`src/rtl/uart_rx_fifo_pkg.sv`:
```
// Shared UART constants and types: data width, RX FIFO default depth,
// MMIO register offsets and the per-cycle FIFO operation encoding.
package uart_rx_fifo_pkg;

  localparam int unsigned UART_DATA_W                = 8;
  localparam int unsigned UART_RX_FIFO_DEPTH_DEFAULT = 8;

  // Byte offsets of the RX registers inside the UART MMIO block
  localparam logic [7:0] UART_REG_RX_DATA   = 8'h00;
  localparam logic [7:0] UART_REG_RX_STATUS = 8'h04;

  typedef enum logic [1:0] {
    FIFO_IDLE = 2'b00,
    FIFO_PUSH = 2'b01,
    FIFO_POP  = 2'b10,
    FIFO_BOTH = 2'b11
  } fifo_op_e;

  function automatic fifo_op_e fifo_op(input logic push, input logic pop);
    return fifo_op_e'({pop, push});
  endfunction

endpackage

```
`src/rtl/sync_fifo_mem.sv`:
```
// DEPTH x UART_DATA_W register array: synchronous write, asynchronous read.
// Contents are intentionally not reset.
module sync_fifo_mem
  import uart_rx_fifo_pkg::*;
#(
  parameter int unsigned DEPTH = UART_RX_FIFO_DEPTH_DEFAULT,
  parameter int unsigned AW    = $clog2(DEPTH)
) (
  input  logic                   clk,
  input  logic                   we,
  input  logic [AW-1:0]          waddr,
  input  logic [UART_DATA_W-1:0] wdata,
  input  logic [AW-1:0]          raddr,
  output logic [UART_DATA_W-1:0] rdata
);

  logic [UART_DATA_W-1:0] mem_q [DEPTH];

  always_ff @(posedge clk) begin
    if (we) begin
      mem_q[waddr] <= wdata;
    end
  end

  assign rdata = mem_q[raddr];

endmodule

```
`src/rtl/uart_rx_fifo.sv`:
```
// UART receive buffer: drains receiver bytes into a show-ahead FIFO with a
// sticky overrun flag. Optional threshold interrupt via UART_RX_FIFO_IRQ_EN.
module uart_rx_fifo
  import uart_rx_fifo_pkg::*;
#(
  parameter  int unsigned DEPTH = UART_RX_FIFO_DEPTH_DEFAULT,
  localparam int unsigned AW    = $clog2(DEPTH)
) (
  input  logic                   clk,
  input  logic                   reset,
  input  logic                   rx_ready,
  input  logic [UART_DATA_W-1:0] rx_data,
  output logic                   rx_clear,
  input  logic                   rd_en,
  output logic [UART_DATA_W-1:0] rd_data,
  output logic                   empty,
  output logic                   full,
  output logic [AW:0]            count,
  output logic                   overrun,
  input  logic                   ovr_clear
`ifdef UART_RX_FIFO_IRQ_EN
  ,
  input  logic [AW:0]            level,
  output logic                   irq
`endif
);

  localparam logic [AW:0] FULL_CNT = (AW+1)'(DEPTH);

  logic [AW-1:0] wr_ptr_q, wr_ptr_d;
  logic [AW-1:0] rd_ptr_q, rd_ptr_d;
  logic [AW:0]   count_q, count_d;
  logic          overrun_q, overrun_d;
  logic          push_ok, pop_ok, drop;
  fifo_op_e      op;

  assign rx_clear = rx_ready;
  assign empty    = (count_q == '0);
  assign full     = (count_q == FULL_CNT);
  assign count    = count_q;
  assign overrun  = overrun_q;

  always_comb begin
    pop_ok    = rd_en && !empty;
    // A full FIFO still accepts a byte when the same cycle frees a slot
    push_ok   = rx_ready && (!full || pop_ok);
    drop      = rx_ready && !push_ok;
    op        = fifo_op(push_ok, pop_ok);
    wr_ptr_d  = wr_ptr_q;
    rd_ptr_d  = rd_ptr_q;
    count_d   = count_q;
    unique case (op)
      FIFO_PUSH: begin
        wr_ptr_d = wr_ptr_q + 1'b1;
        count_d  = count_q + 1'b1;
      end
      FIFO_POP: begin
        rd_ptr_d = rd_ptr_q + 1'b1;
        count_d  = count_q - 1'b1;
      end
      FIFO_BOTH: begin
        wr_ptr_d = wr_ptr_q + 1'b1;
        rd_ptr_d = rd_ptr_q + 1'b1;
      end
      FIFO_IDLE: ;
    endcase
    overrun_d = drop | (overrun_q & ~ovr_clear);
  end

  always_ff @(posedge clk or posedge reset) begin
    if (reset) begin
      wr_ptr_q  <= '0;
      rd_ptr_q  <= '0;
      count_q   <= '0;
      overrun_q <= 1'b0;
    end else begin
      wr_ptr_q  <= wr_ptr_d;
      rd_ptr_q  <= rd_ptr_d;
      count_q   <= count_d;
      overrun_q <= overrun_d;
    end
  end

  sync_fifo_mem #(
    .DEPTH (DEPTH),
    .AW    (AW)
  ) u_mem (
    .clk   (clk),
    .we    (push_ok),
    .waddr (wr_ptr_q),
    .wdata (rx_data),
    .raddr (rd_ptr_q),
    .rdata (rd_data)
  );

`ifdef UART_RX_FIFO_IRQ_EN
  logic [AW:0] level_eff;
  logic        irq_q, irq_d;

  always_comb begin
    level_eff = (level == '0) ? (AW+1)'(1) : level;
    irq_d     = (count_d >= level_eff) | overrun_d;
  end

  always_ff @(posedge clk or posedge reset) begin
    if (reset) begin
      irq_q <= 1'b0;
    end else begin
      irq_q <= irq_d;
    end
  end

  assign irq = irq_q;
`endif

endmodule

```
`config.mk`:
```
export PLATFORM = sky130hd
export DESIGN_NAME = uart_rx_fifo
export DESIGN_NICKNAME = d
export VERILOG_FILES = /design/src/rtl/uart_rx_fifo_pkg.sv /design/src/rtl/sync_fifo_mem.sv /design/src/rtl/uart_rx_fifo.sv
export SDC_FILE = /design/constraint.sdc
export NUM_CORES = 1
export LEC_CHECK = 0
export CORE_UTILIZATION = 55
export DETAILED_ROUTE_END_ITERATION = 16
export PLACE_DENSITY = 0.84
export RECOVER_POWER = 25
export SETUP_SLACK_MARGIN = 0.15
export SYNTH_ARGS = -nofsm -noshare
export SYNTH_HDL_FRONTEND = slang
export SYNTH_SLANG_ARGS = --single-unit
```
`constraint.sdc`:
```
create_clock -name clk -period 4.84 [get_ports clk]
set_input_delay 1.21 -clock clk [delete_from_list [all_inputs] [get_ports clk]]
set_output_delay 1.21 -clock clk [all_outputs]
set_load 0.01 [all_outputs]
```
# ---- After elaboration in Yosys (flattened, before gate mapping)
# Memory sizes are Yosys's and may differ from the RTL's.
# Cells that the tools add are included.
dict set report totals {
  reg_bits 11
  latchBits 0
  ramBits 64
  romBits 0
  in_bits 13
  out_inout_bits 16
  elab_cells 30
  memories 1
}
# memory depth width rd rd_ports_with_merged_regs wr line
set memory_table {}
lappend memory_table {u_mem.mem_q 8 8 1 0 1 sync_fifo_mem.sv:17} ;# logic [UART_DATA_W-1:0] mem_q [DEPTH];
dict set report op_classes {
  n_addsub 4
  n_mul 0
  n_div 0
  order_cmp 0
  eq_ne 4
  n_shift 0
  n_mux 3
  bitwise 3
  reduce_logical 11
}
# op count
set op_table {}
lappend op_table {{case mux 4 bit (2 select lines)} 1}
lappend op_table {{adder 3 x 1 -> 3 bit (second input constant)} 2}
lappend op_table {{adder 4 x 1 -> 4 bit (second input constant)} 1}
lappend op_table {{== test 2 bit (second input constant)} 2}
lappend op_table {{== test 4 bit (second input constant)} 1}
lappend op_table {{logical NOT 4 bit} 1}
lappend op_table {{OR reduction 2 bit} 2}
lappend op_table {{subtractor 4 x 1 -> 4 bit (second input constant)} 1}
lappend op_table {{logical AND 1 bit} 3}
lappend op_table {{logical NOT 1 bit} 3}
lappend op_table {{== test 2 x 1 -> 1 bit (second input constant)} 1}
lappend op_table {{2-to-1 mux 1 bit} 2}
lappend op_table {{nonzero test 2 bit} 1}
lappend op_table {{AND 1 bit} 1}
lappend op_table {{logical OR 1 bit} 1}
lappend op_table {{inverter 1 bit} 1}
lappend op_table {{bitwise OR 1 bit} 1}

# ---- Longest topological paths before layout
# Gate-level depths: netlist of run 1.
dict set report depth {
  depth_word 8
  mapped_depth 8
  depth_no_buf 7
}

# ---- Hierarchy
# From an unflattened synthesis of run 1, not the netlist that was laid out.
dict set report hier_totals {
  hier_cells 164
  area_unflattened_um2 3190.6
}
# mod instances cells_per_inst area_each_um2 seq_area_each_um2
set by_module_without_submodules {}
lappend by_module_without_submodules {sync_fifo_mem 1 106 2531.2 1921.8}
lappend by_module_without_submodules {uart_rx_fifo 1 58 659.4 275.3}

# ---- Worst setup path after synthesis of run 1
# OpenSTA, ideal clock, no wires.
dict set report synth_timing {
  path_type {input-to-reg}
  startpoint {input rd_en}
  endpoint {register count_q[3], in the netlist count[3]}
  setup_time_ns 0.134
  t_arrival_ns 2.851
  required_time_ns 4.706
  setup_slack_ns 1.855
  path_stages 7
  path_buffers 0
  path_cell_list {o41ai_4 inv_1 ha_1 ha_1 or4b_2 o311ai_0 o211ai_1}
}
dict set report synth_between {
  elab_chain_cells 5
  elab_cells_between_ends 7
  cone_classes {eq/ne: 2; mux: 1; reduce/logical: 4}
}
# element line
set synth_rtl {}
lappend synth_rtl {{start: declaration} uart_rx_fifo.sv:14} ;# input logic rd_en,
lappend synth_rtl {{logical AND 1 bit (*)} uart_rx_fifo.sv:44} ;# pop_ok = rd_en && !empty;
lappend synth_rtl {{logical OR 1 bit} uart_rx_fifo.sv:46} ;# push_ok = rx_ready && (!full || pop_ok);
lappend synth_rtl {{logical AND 1 bit} uart_rx_fifo.sv:46}
lappend synth_rtl {{== test 2 bit or == test 2 x 1 -> 1 bit (tied branches)} uart_rx_fifo.sv:52} ;# unique case (op)
lappend synth_rtl {{case mux 4 bit (2 select lines) or nonzero test 2 bit (tied branches)} --}
lappend synth_rtl {{end signal: assignment} uart_rx_fifo.sv:79} ;# count_q <= count_d;
lappend synth_rtl {{end: declaration} uart_rx_fifo.sv:32} ;# logic [AW:0] count_q, count_d;
# Mark *: on every way between the ends. The rest lies on a longest branch, timed or not.
# A chain may end at the register's enable or synchronous reset.

# ---- Worst setup path after layout of run 1
dict set report layout_timing {
  startpoint {register rd_ptr_q[0]}
  endpoint {output rd_data[5]}
}
dict set report layout_between {
  elab_chain_cells 1
}
# element line
set layout_rtl {}
lappend layout_rtl {{start: declaration} uart_rx_fifo.sv:31} ;# logic [AW-1:0] rd_ptr_q, rd_ptr_d;
lappend layout_rtl {{start signal: assignment} uart_rx_fifo.sv:78} ;# rd_ptr_q <= rd_ptr_d;
lappend layout_rtl {{memory (8 x 8 bit)} --}
lappend layout_rtl {{end: declaration} uart_rx_fifo.sv:15} ;# output logic [UART_DATA_W-1:0] rd_data,
# No other way between the ends.

==> results.sh, run 1 <==
export IMPL_maxCapViolCount=0
export IMPL_setup_ws_ps=923
export IMPL_final_util_pct=68.4
export IMPL_cts_sinks=75
export IMPL_grt_total_usage_pct=21.1
export IMPL_slew_headroom_pct=30.5
export IMPL_ys_seq_elements=75
export IMPL_ys_types=35
export IMPL_required_ps=3630
export IMPL_pre_cts_ws_ps=1030
export IMPL_antenna_found_initial=0
export IMPL_syn_inst=169
export IMPL_drt_pass1_iterations=4
export IMPL_place_gp_congestion=0.727
export IMPL_htreeDepth=3
export IMPL_min_period_over_period_pct=80.9
export IMPL_antenna_cells=0
export IMPL_final_setup_tns_ps=0
export IMPL_numPortBuffers=28
export IMPL_drive_above_1_share_pct=17.1
export IMPL_power_density_nw_per_um2=581
export IMPL_busiest_layer="met2"
export IMPL_cp_max_fo=18
export IMPL_start_util_pct=58.0
export IMPL_startpoint="rd_ptr_q[0]"
export IMPL_hold_class="reg2reg"
export IMPL_synth_warnings=0
export IMPL_ctsHoldBuffers=0
export IMPL_rsz0062_at_grt="false"
export IMPL_reg2reg_slack_ps=1740
export IMPL_r2r_cells=7
export IMPL_max_freq_mhz=255
export IMPL_finalSetupViolCount=0
export IMPL_cts_root_buf="clkbuf_8"
export IMPL_gr_total_overflow=0
export IMPL_die_area_um2=6190
export IMPL_grt_use_met1_pct=26.4
export IMPL_hpwl_um=3610
export IMPL_use_met3_pct=4.83
export IMPL_r2r_start="count[0]"
export IMPL_endpoint_kind="output port"
export IMPL_fp_dieH_um=78.7
export IMPL_vias=1656
export IMPL_placementRows=27
export IMPL_synth_area_leader_cell="edfxtp_1"
export IMPL_final_cell_count_no_fill=283
export IMPL_grt_use_met2_pct=34.5
export IMPL_worst_setup_path_type="reg2out"
export IMPL_grt_max_degree=19
export IMPL_wl_per_cell_um=20.1
export IMPL_final_setup_skew_ps=5.34
export IMPL_synth_area_um2=3240
export IMPL_core_area_um2=5570
export IMPL_io_pins=29
export IMPL_worstSetupStartpointType="register"
export IMPL_die_width_um=78.7
export IMPL_min_to="overrun"
export IMPL_wl_um=5690
export IMPL_vdd_drop_max_v=0.000314
export IMPL_mappedNetlistNets=190
export IMPL_cts_resized=0
export IMPL_p_total_mw=2.22
export IMPL_synth_top_area_share_pct=59.4
export IMPL_hold_viol_final=0
export IMPL_vias_per_cell=5.85
export IMPL_numCtsBuffers=9
export IMPL_cts_buffer_depth=2
export IMPL_area_growth_pct=17.9
export IMPL_slew_violations=0
export IMPL_netlist_top_cells_area="edfxtp_1, mux4_1, dfrtp_1, mux2_2, ha_1"
export IMPL_cts_setup_buffers=0
export IMPL_synth_avg_cell_area_um2=19.1
export IMPL_tightest_slew_ps=1040
export IMPL_status="finished clean"
export IMPL_fin_nets=227
export IMPL_drt_iter0_markers=121
export IMPL_ant_nets=0
export IMPL_leakagePower_nw=1.36
export IMPL_grt_pass1_vias=1769
export IMPL_fin_crit_ps=3920
export IMPL_reg2reg_to="count[3]"
export IMPL_place_inst=267
export IMPL_cts_tree="built"
export IMPL_clkLatencyLatePin_ps=340
export IMPL_ys_seq_area_share_pct=67.9
export IMPL_drc_errors=0
export IMPL_place_area_um2=3590
export IMPL_fin_hold_ws_ps=555
export IMPL_grt_pass1_wl_um=9100
export IMPL_design_area_um2=3810
export IMPL_crit_arrival_ps=2710
export IMPL_hp_start="overrun"
export IMPL_whs_path_depth=2
export IMPL_clk_pin_slew_ps=70
[logic make-up after synthesis]
group	share of synthesized area, %
DFF	67.9
and+or+nand+nor	4.21
AOI/OAI and AO/OA	3.25
adders and majority gates	3.33
buffers and inverters	2.90
xor gates and xnor gates	1.62
muxes	16.8
[how the worst max path moves through the flow]
| stage | endpoint | slack [ps] |
|---|---|---|
| final | rd_data[5] | 920 |
| after global routing | rd_data[3] | 800 |
| after CTS | rd_data[5] | 860 |
| after detailed placement | count[3] | 1030 |
| after global placement | count[3] | 1180 |
| after floorplan | count[3] | 1850 |
[metal layers]
metal  wire length, µm  vias to the layer above
li1                  -                      758
met1              2430                      847
met2              2900                       37
met3               192                       14
met4               168                        0
met5                 0                        -
[state kept, by name (all words and copies together) (netlist names)]
name and cells:
overrun 1, u_mem.mem_q 64, rd_ptr_q 3, count 4, wr_ptr_q 3
[where the power goes]
group / switching, mW / internal [mW]
registers: 0.161 / 0.829
logic: 0.282 / 0.420
clock network: 0.221 / 0.304
total: 0.663 / 1.55
[synthesized netlist by cell type (all sizes together)]
master	count
ha	7
nor3b	2
nor2	5
fa	1
nand4	1
o21ai	3
dfrtp	11
a21oi	2
mux4	16
o41ai	1
nand2	6
buf	6
nor3	4
mux2	10
nand2b	2
nor4	2
a2111o	1
clkbuf	1
o311ai	1
xnor2	5
inv	10
xor2	1
o32ai	1
nand3	1
or4b	2
o211ai	2
mux2i	1
edfxtp	64
[placed cells by master, fill, tap and decap left out, drive strengths merged, types with 2 or more instances in the layout]
cell            n
xnor2           5
o211ai          2
dfrtp          11
buf             5
ha              7
mux2           10
o21ai           3
mux4           16
nor4            2
a21oi           2
or4b            2
clkinvlp        2
bufinv          2
clkinv          2
dlygate4sd3     8
clkdlybuf4s50  20
nand2b          2
clkbuf         10
edfxtp         64
nor3b           2
nor3            4
nor2            5
inv            10
nand2           6
[layout make-up]
type	instances	area, µm²
tap	72	90.1
fill	364	1760
timing repair buffer	33	318
clock inverter	6	88.8
multi-input combinational	77	945
clock buffer	10	138
inverter	10	37.5
sequential	75	2200
[worst max-delay path: stages (launching register included)]
cell             delay [ps]
dfrtp_1                 940
mux4_1                  660
mux2_2                  280
clkdlybuf4s50_1         490
Note: power is estimated with default switching activity, not from simulation.
==> inputs of run 2 (changes only) <==
- CORE_UTILIZATION: 55 -> 51
- PLACE_DENSITY: 0.84 -> 0.82
- clock period: 4.84 -> 3.3 ns (I/O delays scaled with it)
==> results.sh, run 2 (synthesized netlist as in run 1, its figures left out) <==
export IMPL_routed_top_layer="met4"
export IMPL_drive_above_1_share_pct=20.8
export IMPL_place_gp_congestion=0.707
export IMPL_fin_nets=237
export IMPL_cts_root_buf="clkbuf_8"
export IMPL_tightest_slew_ps=483
export IMPL_numPortBuffers=28
export IMPL_setup_ws_ps=225
export IMPL_top_register="u_mem.mem_q"
export IMPL_io_pins=29
export IMPL_area_growth_pct=20.1
export IMPL_htreeDepth=3
export IMPL_drt_met1_wl_um=2350
export IMPL_final_setup_skew_ps=5.50
export IMPL_largest_reg_flops=64
export IMPL_wl_met3_um=217
export IMPL_finalSetupViolCount=0
export IMPL_cts_buffer_depth=2
export IMPL_drt_pass1_iterations=4
export IMPL_layout_cells_most_common_list="edfxtp_1, clkdlybuf4s50_1, mux4_1, buf_4"
export IMPL_ant_nets=0
export IMPL_max_freq_mhz=325
export IMPL_fp_dieH_um=81.7
export IMPL_clkLatencyLatePin_ps=340
export IMPL_numCtsBuffers=9
export IMPL_rsz0062_at_grt="false"
export IMPL_status="finished clean"
export IMPL_crit_chain="buf_4 > mux4_1 > mux2_2 > clkdlybuf4s50_1"
export IMPL_worst_setup_path_type="reg2out"
export IMPL_hold_viol_final=0
export IMPL_placementRows=28
export IMPL_drc_errors=0
export IMPL_final_util_pct=64.5
export IMPL_antenna_found_initial=0
export IMPL_antenna_cells=0
export IMPL_min_period_over_period_pct=93.2
export IMPL_final_common_cell="edfxtp_1"
export IMPL_p_total_mw=3.29
export IMPL_cp_max_fo=7
export IMPL_start_util_pct=53.7
export IMPL_vias=1657
export IMPL_cp_slowest_cell="mux4_1"
export IMPL_hold_class="reg2reg"
export IMPL_gr_total_overflow=0
export IMPL_n_fill_cell=422
export IMPL_crit_arrival_ps=2250
export IMPL_grt_max_degree=14
export IMPL_wl_per_cell_um=18.3
export IMPL_leakagePower_nw=1.40
export IMPL_pre_cts_ws_ps=133
export IMPL_slew_violations=0
export IMPL_drt_iter0_markers=52
export IMPL_grt_total_usage_pct=18.9
export IMPL_grt_pass1_wl_um=8540
export IMPL_ctsHoldBuffers=0
export IMPL_crit_family="multiplexers"
export IMPL_clk_pin_slew_ps=70
export IMPL_regArea_um2=2200
export IMPL_vdd_drop_max_v=0.000501
export IMPL_slowest_delay_ps=570
export IMPL_final_setup_tns_ps=0
export IMPL_endpoint_kind="output port"
export IMPL_cts_tree="built"
export IMPL_fin_crit_ps=3070
export IMPL_fin_hold_ws_ps=526
export IMPL_maxCapViolCount=0
export IMPL_core_area_um2=6030
export IMPL_cts_sinks=75
export IMPL_hpwl_um=3500
export IMPL_worst_path_buf_inv=2
export IMPL_multiInputGateArea_um2=945
export IMPL_worstSetupStartpointType="register"
export IMPL_wl_met2_um=2760
export IMPL_power_density_nw_per_um2=846
export IMPL_grt_pass1_vias=1668
export IMPL_wl_um=5410
export IMPL_slew_headroom_pct=67.8
export IMPL_required_ps=2470
export IMPL_die_area_um2=6670
export IMPL_vias_per_cell=5.60
export IMPL_die_width_um=81.7
## run 2: changes by cell type in the layout (fill, tap and decap cells not counted), sizes merged
cell	previous run	this run
dlygate4sd3	8	5
clkinvlp	2	1
clkdlybuf4s50	20	23
buf	5	15
inv	10	11
## run 2: timing repair
action,4_1_cts,5_1_grt
resized for setup,1,1
setup endpoints to repair,7,3
pin swaps,0,0
buffers inserted,1,0
## run 2: power by group
part / internal [mW] / switching (mW) / total, mW
combinational: 0.665 / 0.478 / 1.14
sequential: 1.22 / 0.167 / 1.39
clock: 0.427 / 0.329 / 0.757
## run 2: path summary, 6_finish.rpt
path | startpoint | endpoint | slack, ps | cells past startpoint
setup reg to reg | count[0] | count[3] | 450 | 7
setup / recovery | rd_ptr_q[0] | rd_data[6] | 230 | 4
hold / removal | overrun | overrun | 530 | 2
hold reg to reg | overrun | overrun | 530 | 2
max in group asynchronous | reset | rd_ptr_q[1] | 2050 | 2
min in group asynchronous | reset | wr_ptr_q[0] | 920 | 2
## run 2: routing by layer
layer	GRT usage, %	up-vias
met5	0	-
met4	6.49	0
met3	6.33	8
li1	-	776
met1	23.6	842
met2	31.1	31
## run 2: cell type report
type                            count  share of cell area [%]
Clock buffer                       10                    3.29
Clock inverter                      6                    2.29
Inverter                           10                   0.966
Multi-Input combinational cell     77                    24.3
Sequential cell                    75                    56.6
Tap cell                           75                    2.42
Timing Repair Buffer               43                    10.1
## run 2: worst reg2reg max path: stages (launching register included)
cell and delay [ps]:
dfrtp_1 500, or4b_4 620, o21ai_2 270, inv_1 110, ha_1 310, or4b_2 670
o311ai_0 120, o211ai_1 120
## run 2: through the flow
stage,cell area [µm²],cells
2_1_floorplan,3240,169
3_3_place_gp,3660,279
3_5_place_dp,3660,279
4_1_cts,3880,296
5_1_grt,3880,296
6_report,3880,296
